**config.mk**
```make
export PLATFORM = sky130hd
export DESIGN_NAME = wb_write_queue
export DESIGN_NICKNAME = d
export VERILOG_FILES = /design/src/rtl/mips_pkg.sv /design/src/rtl/wb_bypass_match.sv /design/src/rtl/wb_write_queue.sv
export SDC_FILE = /design/constraint.sdc
export NUM_CORES = 1
export LEC_CHECK = 0
export CAP_MARGIN = 20
export CORE_MARGIN = 2
export CORE_UTILIZATION = 30
export DETAILED_ROUTE_END_ITERATION = 7
export GPL_TIMING_DRIVEN = 1
export HOLD_SLACK_MARGIN = 0.1
export SLEW_MARGIN = 15
export SYNTH_ARGS = -nofsm -noshare
export SYNTH_HDL_FRONTEND = slang
export SYNTH_SLANG_ARGS = --single-unit
```
**constraint.sdc**
```tcl
create_clock -name clk -period 3.31 [get_ports clk]
set_clock_uncertainty 0.05 [all_clocks]
set_input_delay 0.662 -clock clk [delete_from_list [all_inputs] [get_ports clk]]
set_output_delay 0.662 -clock clk [all_outputs]
set_load 0.005 [all_outputs]
```
**src/rtl/mips_pkg.sv**
```systemverilog
// mips_pkg: shared register-file widths and types
package mips_pkg;
  localparam int REG_ADDR_W = 5;
  localparam int DATA_W = 32;
  localparam logic [REG_ADDR_W-1:0] REG_ZERO = 5'd0;
  typedef logic [REG_ADDR_W-1:0] reg_addr_t;
  typedef logic [DATA_W-1:0] data_t;
endpackage

```
**src/rtl/wb_bypass_match.sv**
```systemverilog
// wb_bypass_match: newest-match search over age-ordered pending writes
module wb_bypass_match
  import mips_pkg::*;
#(
  parameter int DEPTH = 4
) (
  input  logic [REG_ADDR_W-1:0]             addr,
  input  logic [DEPTH-1:0][REG_ADDR_W-1:0]  q_reg,
  input  logic [DEPTH-1:0][DATA_W-1:0]      q_data,
  input  logic [DEPTH-1:0]                  q_vld,
  input  logic                              out_vld,
  input  logic [REG_ADDR_W-1:0]             out_reg,
  input  logic [DATA_W-1:0]                 out_data,
  output logic                              hit,
  output logic [DATA_W-1:0]                 data
);
  always_comb begin
    hit = 1'b0;
    data = '0;
    if (addr != REG_ZERO) begin
      if (out_vld && out_reg == addr) begin
        hit = 1'b1;
        data = out_data;
      end
      for (int i = 0; i < DEPTH; i++) begin
        if (q_vld[i] && q_reg[i] == addr) begin
          hit = 1'b1;
          data = q_data[i];
        end
      end
    end
  end
endmodule

```
**src/rtl/wb_write_queue.sv**
```systemverilog
// wb_write_queue: FIFO of pending register writebacks with decode bypass
module wb_write_queue
  import mips_pkg::*;
#(
  parameter int DEPTH = 4
) (
  input  logic                         clk,
  input  logic                         reset,
  input  logic                         in_valid,
  output logic                         in_ready,
  input  logic [REG_ADDR_W-1:0]        in_reg,
  input  logic [DATA_W-1:0]            in_data,
  input  logic                         drain_en,
  output logic [REG_ADDR_W-1:0]        write_reg,
  output logic [DATA_W-1:0]            write_data,
  output logic                         RegWrite,
  input  logic [REG_ADDR_W-1:0]        read_reg1,
  input  logic [REG_ADDR_W-1:0]        read_reg2,
  output logic                         byp_hit1,
  output logic                         byp_hit2,
  output logic [DATA_W-1:0]            byp_data1,
  output logic [DATA_W-1:0]            byp_data2,
  output logic [$clog2(DEPTH):0]       count
);
  localparam int PW = $clog2(DEPTH);
  localparam int CW = PW + 1;
  logic [REG_ADDR_W-1:0] mem_reg [DEPTH];
  logic [DATA_W-1:0] mem_data [DEPTH];
  logic [PW-1:0] head, tail;
  logic push, pop;
  logic [DEPTH-1:0][REG_ADDR_W-1:0] ord_reg;
  logic [DEPTH-1:0][DATA_W-1:0] ord_data;
  logic [DEPTH-1:0] ord_vld;
  assign in_ready = count < CW'(DEPTH);
  assign push = in_valid && in_ready && in_reg != REG_ZERO;
  assign pop = drain_en && count != '0;
  always_ff @(posedge clk) begin
    if (reset) begin
      count <= '0;
      head <= '0;
      tail <= '0;
      RegWrite <= 1'b0;
      write_reg <= '0;
      write_data <= '0;
    end else begin
      count <= count + CW'(push) - CW'(pop);
      RegWrite <= pop;
      if (push) tail <= tail + 1'b1;
      if (pop) begin
        head <= head + 1'b1;
        write_reg <= mem_reg[head];
        write_data <= mem_data[head];
      end
    end
  end
  always_ff @(posedge clk) begin
    if (push && !reset) begin
      mem_reg[tail] <= in_reg;
      mem_data[tail] <= in_data;
    end
  end
  for (genvar g = 0; g < DEPTH; g++) begin : g_ord
    assign ord_reg[g] = mem_reg[head + PW'(g)];
    assign ord_data[g] = mem_data[head + PW'(g)];
    assign ord_vld[g] = CW'(g) < count;
  end
  wb_bypass_match #(.DEPTH(DEPTH)) u_match1 (
    .addr(read_reg1), .q_reg(ord_reg), .q_data(ord_data), .q_vld(ord_vld),
    .out_vld(RegWrite), .out_reg(write_reg), .out_data(write_data),
    .hit(byp_hit1), .data(byp_data1)
  );
  wb_bypass_match #(.DEPTH(DEPTH)) u_match2 (
    .addr(read_reg2), .q_reg(ord_reg), .q_data(ord_data), .q_vld(ord_vld),
    .out_vld(RegWrite), .out_reg(write_reg), .out_data(write_data),
    .hit(byp_hit2), .data(byp_data2)
  );
endmodule

```
==> out/metrics.yaml, run 1 <==
final_layout:
  final_layout_size_suffix_gt1_share_pct: 48.3
  fin_area_um2: 19200
  syn2layout_area_growth_pct: 48.3
  fin_cells: 1975
  n_fill_cell: 3810
  regArea_um2: 5400
  multi_input_area_um2: 7980
  largest_reg_flops: 128
  nets: 1437
  fin_util_pct: 44.9
  diodes: 0
global_route:
  grt_pass1_wl_mm: 72.1
  grt_remaining_overflow: 0
  grt_max_degree: 62
  grtUsageTotal_pct: 21.7
  antenna_found_initial: 0
  grt_pass1_vias: 11406
logic_synthesis:
  async_flop_share_pct: 0
  synth-seq-cells: 195
  synth_fp_nets: 1072
  ys_types: 40
  synth_edf_count: 148
  syn_inst: 1012
  synth_top_flop_cell: "edfxtp_1"
  ys_warn_count: 0
  ys_seq_area_share_pct: 41.5
  avgSynthCellArea_um2: 12.8
  synth_area_um2: 13000
power_and_ir_drop:
  ir_drop_mv: 0.375
  p_total_w: 0.0109
  leakagePower_nw: 6.77
  power_density_nw_per_um2: 567
critical_path:
  required_ps: 2600
  start_kind: "register"
  worst_ep_arrival_time_ps: 3340
  path_max_fanout: 7
  rrSetupSlack_ps: 1180
  cp-end-kind: "primary output"
  worst-setup-path-type: "register to primary output"
placement:
  dp_hpwl_mm: 32.2
  io_buffers: 158
  gp_congestion: 0.839
  place_area_um2: 17000
  placed_cells: 1850
  pre_cts_ws_ps: -981
timing:
  relSlewSlack_pct: 48.7
  setup_viol: 66
  rsz0062_at_grt: "true"
  slew_violations: 0
  hold_viol_final: 0
  fin_crit_ps: 4050
  max_slew.worst_pin.slew_ps: 770
  period_share_pct: 122
  fmax_mhz: 247
  worst_slack_ps: -744
floorplanning:
  die_y_um: 212
  std_cell_rows: 76
  initial_core_util_pct: 30.3
  io-pin-count: 159
  fp.coreArea_um2: 42900
  dieArea_um2: 45000
  die_w_um: 212
status:
  violations: "negative setup slack"
  status: "finished, violations left"
detailed_routing:
  detail-route-antenna-nets: 0
  wl_per_cell_um: 25.5
  first_pass_iters: 5
  drc: 0
  drt-total-wl_mm: 50.4
  first_iter_violations: 1334
  vias: 11791
  viasPerCell: 5.97
clock_tree:
  cts_root_buffer: "clkbuf_16"
  clock_latency_ps: 460
  cts_buffers: 17
  cts_tree: "yes"
  cts_buffer_depth: 2
  cts-hold-fix-buffers: 0
  htree_levels: 4
  cts_num_sinks: 195
  clkTransAtPathRegs_ps: 80
min_path:
  hp-class: "register to register"
flow_run:
  maxCapViolCount: 0
==> through the flow <==
step | TNS [ps] | hold slack (ps)
5_1_grt | -46870 | 482
6_report | -41270 | 465
3_3_place_gp | -50440 | 430
2_1_floorplan | 0 | 427
3_5_place_dp | -52460 | 437
4_1_cts | -41080 | 462
==> final timing paths <==
| kind | start | end | cells after the start |
|---|---|---|---|
| setup / recovery | register | byp_data2[0] | 12 |
| setup reg to reg | register | write_data[18] | 5 |
| hold reg to reg | write_data[9] | write_data[9] | 2 |
| hold / removal | write_data[9] | write_data[9] | 2 |
==> Yosys cell counts (5+ instances only) <==
| library cell | n | area, um^2 |
|---|---|---|
| nor2_1 | 46 | 173 |
| mux2i_1 | 6 | 60.1 |
| a221o_1 | 64 | 641 |
| nor3_1 | 38 | 190 |
| a221oi_1 | 32 | 280 |
| a21oi_1 | 42 | 210 |
| ha_1 | 8 | 100 |
| and3_1 | 33 | 206 |
| nand2_1 | 84 | 315 |
| buf_2 | 31 | 155 |
| o31ai_1 | 33 | 248 |
| a32oi_1 | 32 | 280 |
| xor2_1 | 18 | 158 |
| buf_1 | 9 | 33.8 |
| nor4_1 | 5 | 31.3 |
| dfxtp_1 | 47 | 941 |
| and2_1 | 7 | 43.8 |
| a211oi_1 | 32 | 240 |
| mux4_2 | 148 | 3330 |
| buf_6 | 5 | 56.3 |
| clkbuf_1 | 70 | 263 |
| inv_1 | 10 | 37.5 |
| xnor2_1 | 37 | 324 |
| edfxtp_1 | 148 | 4440 |
==> cell type report <==
type | instances | share of cell area [%]
clock inverters | 12 | 0.643
repair buffers | 463 | 23.6
clock buffers | 20 | 2.27
multi-input cells | 690 | 41.4
inverters | 10 | 0.195
flip-flops and latches | 195 | 28.0
well taps | 585 | 3.80
==> repair_timing <==
item / 4_1_cts / 5_1_grt
pin swaps: 79 / 73
endpoints found under the setup margin: 66 / 66
resized for setup: 326 / 140
setup buffers: 63 / 43
endpoints found under the hold margin: 0 / 0
cloned: 3 / 2
==> worst max-delay path: stages (launching register included) <==
cell and delay, ps:
dfxtp_4 420, buf_6 110, mux4_2 580, buf_6 170
xor2_2 160, a21oi_2 60, buf_4 150, a21oi_4 310
buf_6 190, buf_12 130, a221oi_2 70, o31ai_2 330
buf_2 180
==> routing by layer <==
layer	track usage [%]	up-vias	part of all wire, %
met5	0	-	0
met4	6.58	0	3.0
met3	4.27	123	8.4
met2	36.0	739	48
met1	28.7	5985	40
li1	-	4944	-
==> logic make-up after synthesis <==
kind of cell / synth area share, %
AO/OA/AOI/OAI: 15.2
buffers and inverters: 4.32
flip-flops: 41.5
AND/OR/NAND/NOR: 8.14
multiplexers: 26.2
adder cells (fa/ha/maj): 0.925
XOR/XNOR: 3.71
==> power by group <==
part | leakage (nW) | internal, W | switching, W
Sequential | 1.73 | 0.00289 | 0.000281
Clock | 0.261 | 0.00106 | 0.000998
Combinational | 4.78 | 0.00290 | 0.00281
Total | 6.77 | 0.00684 | 0.00408
==> cells in the final DEF (no fill, tap or decap), types with 42 or more instances in the layout <==
| master | count |
|---|---|
| buf_4 | 198 |
| buf_6 | 42 |
| nor2_1 | 42 |
| clkdlybuf4s50_1 | 91 |
| buf_2 | 56 |
| dfxtp_1 | 43 |
| edfxtp_1 | 148 |
| mux4_2 | 148 |
| a221o_1 | 64 |
| buf_12 | 59 |
| nand2_1 | 81 |
No activity file was read; power rests on OpenSTA's default activity.
==> run 2, diff against run 1 <==
- CORE_ASPECT_RATIO: unset -> 1.75
==> run 2 against run 1 <==
The run still ends with negative setup slack left. Flip-flop and latch count unchanged. Sequential power about the same. Worst hold slack worse by 22 ps. Register-to-register slack worse by 100 ps. Sequential share of layout area increased by 0.60 points. Setup slack improved by 29 ps. Critical path depth unchanged. Die area increased by 0.15%. Critical path type unchanged.
==> out/metrics.yaml, run 2 (synthesis gave the netlist of run 1 again) <==
timing:
  rsz0062_at_grt: "true"
  period_share_pct: 122  # -0.87 points
  hold_viol_final: 0  # unchanged
  fmax_mhz: 248  # +0.72%
  setup_viol: 66  # unchanged
  worst_slack_ps: -715  # +28.9 ps
  fin_crit_ps: 4030  # -28.9 ps
  max_slew.worst_pin.slew_ps: 784  # +14.2 ps
  worst_hold_slack_ps: 443  # -22.5 ps
  relSlewSlack_pct: 47.7  # -0.95 points
  final.setup.tns_ps: -40810  # +460 ps
  slew_violations: 0  # unchanged
status:
  status: "finished, violations left"
  violations: "negative setup slack"
placement:
  place_area_um2: 16700  # -1.5%
  pre_cts_ws_ps: -1110  # -128 ps
  dp_hpwl_mm: 32.2  # +0.27%
  io_buffers: 158  # unchanged
  gp_congestion: 0.881  # +5.0%
clock_tree:
  htree_levels: 4  # unchanged
  cts_num_sinks: 195  # unchanged
  cts_root_buffer: "clkbuf_16"
  cts_buffers: 17  # unchanged
  cts-hold-fix-buffers: 0  # unchanged
  cts_buffer_depth: 2  # unchanged
  cts_tree: "yes"
  clock_latency_ps: 470  # about the same
  clkTransAtPathRegs_ps: 80  # about the same
critical_path:
  rrSetupSlack_ps: 1080  # -100 ps
  worst-setup-path-type: "register to primary output"
  worst_ep_arrival_time_ps: 3310  # -30 ps
  path_max_fanout: 5  # -2
  start_kind: "register"
  cp-end-kind: "primary output"
  reg2reg_from: "count[2]"
  required_ps: 2600  # about the same
detailed_routing:
  first_iter_violations: 987  # -26%
  detail-route-antenna-nets: 0  # unchanged
  drc: 0  # unchanged
  wl_per_cell_um: 26.4  # +3.2%
  drt-total-wl_mm: 49.9  # -1.0%
  first_pass_iters: 5  # unchanged
  viasPerCell: 6.07  # +1.7%
  vias: 11488  # -2.6%
min_path:
  min-delay-start: "write_reg[2]"
  hp-class: "register to register"
global_route:
  antenna_found_initial: 1  # +1
  grt_remaining_overflow: 0  # unchanged
  grtUsageTotal_pct: 21.7  # about the same
  grt_pass1_vias: 11860  # +4.0%
  grt_max_degree: 95  # +53%
  grt_pass1_wl_mm: 72.3  # +0.30%
floorplanning:
  die_w_um: 161  # -24%
  dieArea_um2: 45000  # +0.15%
  initial_core_util_pct: 30.4  # +0.16 points
  io-pin-count: 159  # unchanged
  die_y_um: 279  # +32%
  std_cell_rows: 100  # +32%
  fp.coreArea_um2: 42700  # -0.51%
final_layout:
  multi_input_area_um2: 8100  # +1.5%
  fin_util_pct: 44.2  # -0.72 points
  diodes: 0  # unchanged
  nets: 1379  # -4.0%
  mostFrequentLayoutCells: "buf_4 (157), mux4_2 (148), edfxtp_1 (148)"
  n_fill_cell: 3736  # -1.9%
  fin_area_um2: 18800  # -2.1%
  largest_reg_flops: 128  # unchanged
  syn2layout_area_growth_pct: 45.2
  final_layout_size_suffix_gt1_share_pct: 46.6  # -1.7 points
  regArea_um2: 5400  # unchanged
  final_common_cell: "buf_4"
flow_run:
  maxCapViolCount: 0  # unchanged
power_and_ir_drop:
  leakagePower_nw: 6.48  # -4.4%
  power_density_nw_per_um2: 574  # +1.2%
  ir_drop_mv: 0.426  # +13%
run 2: critical path, cell delays in order, from the launching register on:
cell	delay, ps
dfxtp_4	390
buf_12	110
mux4_2	570
xnor2_2	170
nor4_2	330
buf_4	180
and2_4	160
buf_8	140
buf_12	140
buf_6	100
a221oi_4	60
o31ai_4	330
buf_2	170
run 2: metal layers:
layer  routed length, um  vias to the layer above  global-route usage, %
li1                    -                     4830                      -
met1               16600                     5763                   23.2
met2               26100                      695                   38.8
met3                3620                      198                   3.85
met4                3490                        2                   14.6
met5                  13                        -                      0
run 2: timing repair:
item | in CTS | in global routing
gates cloned | 8 | 1
setup endpoints to repair | 66 | 66
gates resized for setup | 386 | 77
pin swaps | 87 | 71
buffers inserted | 45 | 19
run 2: worst paths after layout:
path,to,depth (start not counted)
worst max register to register,count[2],10
worst max-delay path,byp_data2[0],12
worst min-delay path,write_reg[2],2
worst min register to register,write_reg[2],2
run 2: report_power, final:
group	switching, W	total [W]	leakage, nW	internal (W)
combinational	0.00273	0.00550	4.46	0.00278
clock	0.00104	0.00212	0.288	0.00108
sequential	0.000315	0.00320	1.73	0.00288
total	0.00409	0.0108	6.48	0.00674
run 2: through the flow:
| step | power [W] | std cells |
|---|---|---|
| final | 0.0108 | 1893 |
| after global routing | 0.0113 | 1893 |
| after CTS | 0.0106 | 1878 |
| after detailed placement | 0.00816 | 1810 |
| after global placement | 0.00807 | 1810 |
| after floorplan | 0.00605 | 1012 |
run 2: area by class of cell:
type | instances | share of cell area (%)
Multi-Input combinational cell | 690 | 43.0
Clock inverter | 15 | 0.890
Inverter | 10 | 0.199
Timing Repair Buffer | 405 | 21.3
Sequential cell | 195 | 28.6
Tap cell | 561 | 3.72
Clock buffer | 17 | 2.26
==> run 3, diff against run 2 <==
- clock period: 3.31 -> 4.8 ns (I/O delays scaled with it)
==> run 3 against run 2 <==
The run now ends clean. Wire length decreased by 7.4%. Cell count decreased by 8.2%. Die area unchanged. Critical path depth decreased by 4. Largest power group unchanged.
==> out/metrics.yaml, run 3 (synthesis gave the netlist of run 1 again) <==
critical_path:
  worst_ep_arrival_time_ps: 3710  # +400 ps
  reg2regPathDepth: 5  # -5
  worst-setup-path-type: "input port to primary output"
  start_kind: "input port"
  rrSetupSlack_ps: 2030  # +950 ps
  path_max_fanout: 32  # +27
  reg2reg_from: "count[2]"
  startpoint: "read_reg1[3]"
  required_ps: 3790  # +1190 ps
  cp-end-kind: "primary output"
flow_run:
  maxCapViolCount: 0  # unchanged
final_layout:
  largest_reg_flops: 128  # unchanged
  mostFrequentLayoutCells: "clkdlybuf4s50_1 (155), mux4_2 (148), edfxtp_1 (148)"
  nets: 1220  # -12%
  n_fill_cell: 3943  # +5.5%
  syn2layout_area_growth_pct: 26.9
  final_layout_size_suffix_gt1_share_pct: 25.7  # -21 points
  final_common_cell: "clkdlybuf4s50_1"
global_route:
  grt_max_degree: 65  # -32%
  grtUsageTotal_pct: 19.9  # -1.8 points
  grt_pass1_wl_mm: 66.6  # -7.9%
  grt_remaining_overflow: 0  # unchanged
  grt_pass1_vias: 10770  # -9.2%
  antenna_found_initial: 4  # +3
placement:
  gp_congestion: 0.913  # +3.6%
  io_buffers: 158  # unchanged
  pre_cts_ws_ps: -22.0  # +1090 ps
  dp_hpwl_mm: 30.7  # -4.8%
clock_tree:
  cts_root_buffer: "clkbuf_16"
  cts_num_sinks: 195  # unchanged
  clkTransAtPathRegs_ps: 60  # -20 ps
  clock_latency_ps: 460  # about the same
  htree_levels: 4  # unchanged
  cts_tree: "yes"
  cts_buffer_depth: 2  # unchanged
  cts-hold-fix-buffers: 0  # unchanged
  cts_buffers: 17  # unchanged
min_path:
  hold_depth: 2  # unchanged
  min-delay-start: "write_data[16]"
  hp-class: "register to register"
timing:
  relSlewSlack_pct: 44.2  # -3.5 points
  slew_violations: 0  # unchanged
  worst_slack_ps: 79.3  # +795 ps
  max_slew.worst_pin.slew_ps: 837  # +52.9 ps
  period_share_pct: 98.3
  fin_crit_ps: 4720
  fmax_mhz: 212
  setup_viol: 0  # -100%
  final.setup.tns_ps: 0  # +40810 ps
  hold_viol_final: 0  # unchanged
  rsz0062_at_grt: "false"
power_and_ir_drop:
  power_density_nw_per_um2: 413  # -28%
  ir_drop_mv: 0.259  # -39%
  leakagePower_nw: 5.13  # -21%
floorplanning:
  initial_core_util_pct: 30.4  # unchanged
  io-pin-count: 159  # unchanged
  die_y_um: 279  # unchanged
  dieArea_um2: 45000  # unchanged
  die_w_um: 161  # unchanged
  fp.coreArea_um2: 42700  # unchanged
  std_cell_rows: 100  # unchanged
detailed_routing:
  first_iter_violations: 1063  # +7.7%
  first_pass_iters: 5  # unchanged
  wl_per_cell_um: 26.6  # +0.90%
  vias: 10709  # -6.8%
  detail-route-antenna-nets: 0  # unchanged
  drc: 0  # unchanged
  viasPerCell: 6.17  # +1.6%
  drt-total-wl_mm: 46.2  # -7.4%
status:
  status: "finished, final reports clean"
==> run 3: stage by stage <==
| step | total power, W | cell area, um^2 | util [%] | hold slack [ps] | std cells |
|---|---|---|---|---|---|
| 6_report | 0.00680 | 16500 | 38.6 | 444 | 1737 |
| 5_1_grt | 0.00711 | 16500 | 38.6 | 465 | 1736 |
| 4_1_cts | 0.00678 | 16300 | 38.3 | 442 | 1728 |
| 3_5_place_dp | 0.00531 | 15700 | 36.8 | 434 | 1696 |
| 3_3_place_gp | 0.00526 | 15700 | 36.8 | 424 | 1696 |
| 2_1_floorplan | 0.00417 | 13000 | - | 427 | 1012 |
==> run 3: worst paths after layout <==
kind | to
worst min register to register | write_data[16]
worst min-delay path | write_data[16]
worst max register to register | mem_data[1][8]
worst max-delay path | byp_data1[22]
==> run 3: critical path: stages <==
cell and delay, ps:
clkdlybuf4s50_1 540, buf_4 220, xnor2_1 200, nand4_1 310, nor4_4 350, buf_12 280, a221o_1 290, clkdlybuf4s50_1 530
==> run 3: area by class of cell <==
cell class	instances	area (um^2)	area share, %
sequential	195	5400	32.8
clock inverter	12	141	0.858
tap	561	702	4.26
timing repair buffer	246	2550	15.5
antenna	3	7.51	0.0456
multi-input combinational	690	7190	43.6
inverter	10	37.5	0.228
clock buffer	20	457	2.77
==> run 3: power by group <==
part,internal [W],leakage [nW],switching (W)
combinational,0.00152,3.11,0.00160
clock,0.000806,0.294,0.000662
sequential,0.00199,1.73,0.000218
total,0.00432,5.13,0.00248
==> run 3: layer usage <==
layer | GRT usage (%) | vias up | part of all wire [%]
li1 | - | 4514 | -
met2 | 37.0 | 650 | 53
met1 | 20.2 | 5358 | 32
met3 | 4.47 | 183 | 8.7
met5 | 0 | - | 0.069
met4 | 11.6 | 4 | 5.9
==> run 3: what timing repair did <==
action	4_1_cts	5_1_grt
gates cloned	0	2
endpoints found under the setup margin	2	44
pin swaps	0	1
resized for setup	2	13
setup buffers	0	5
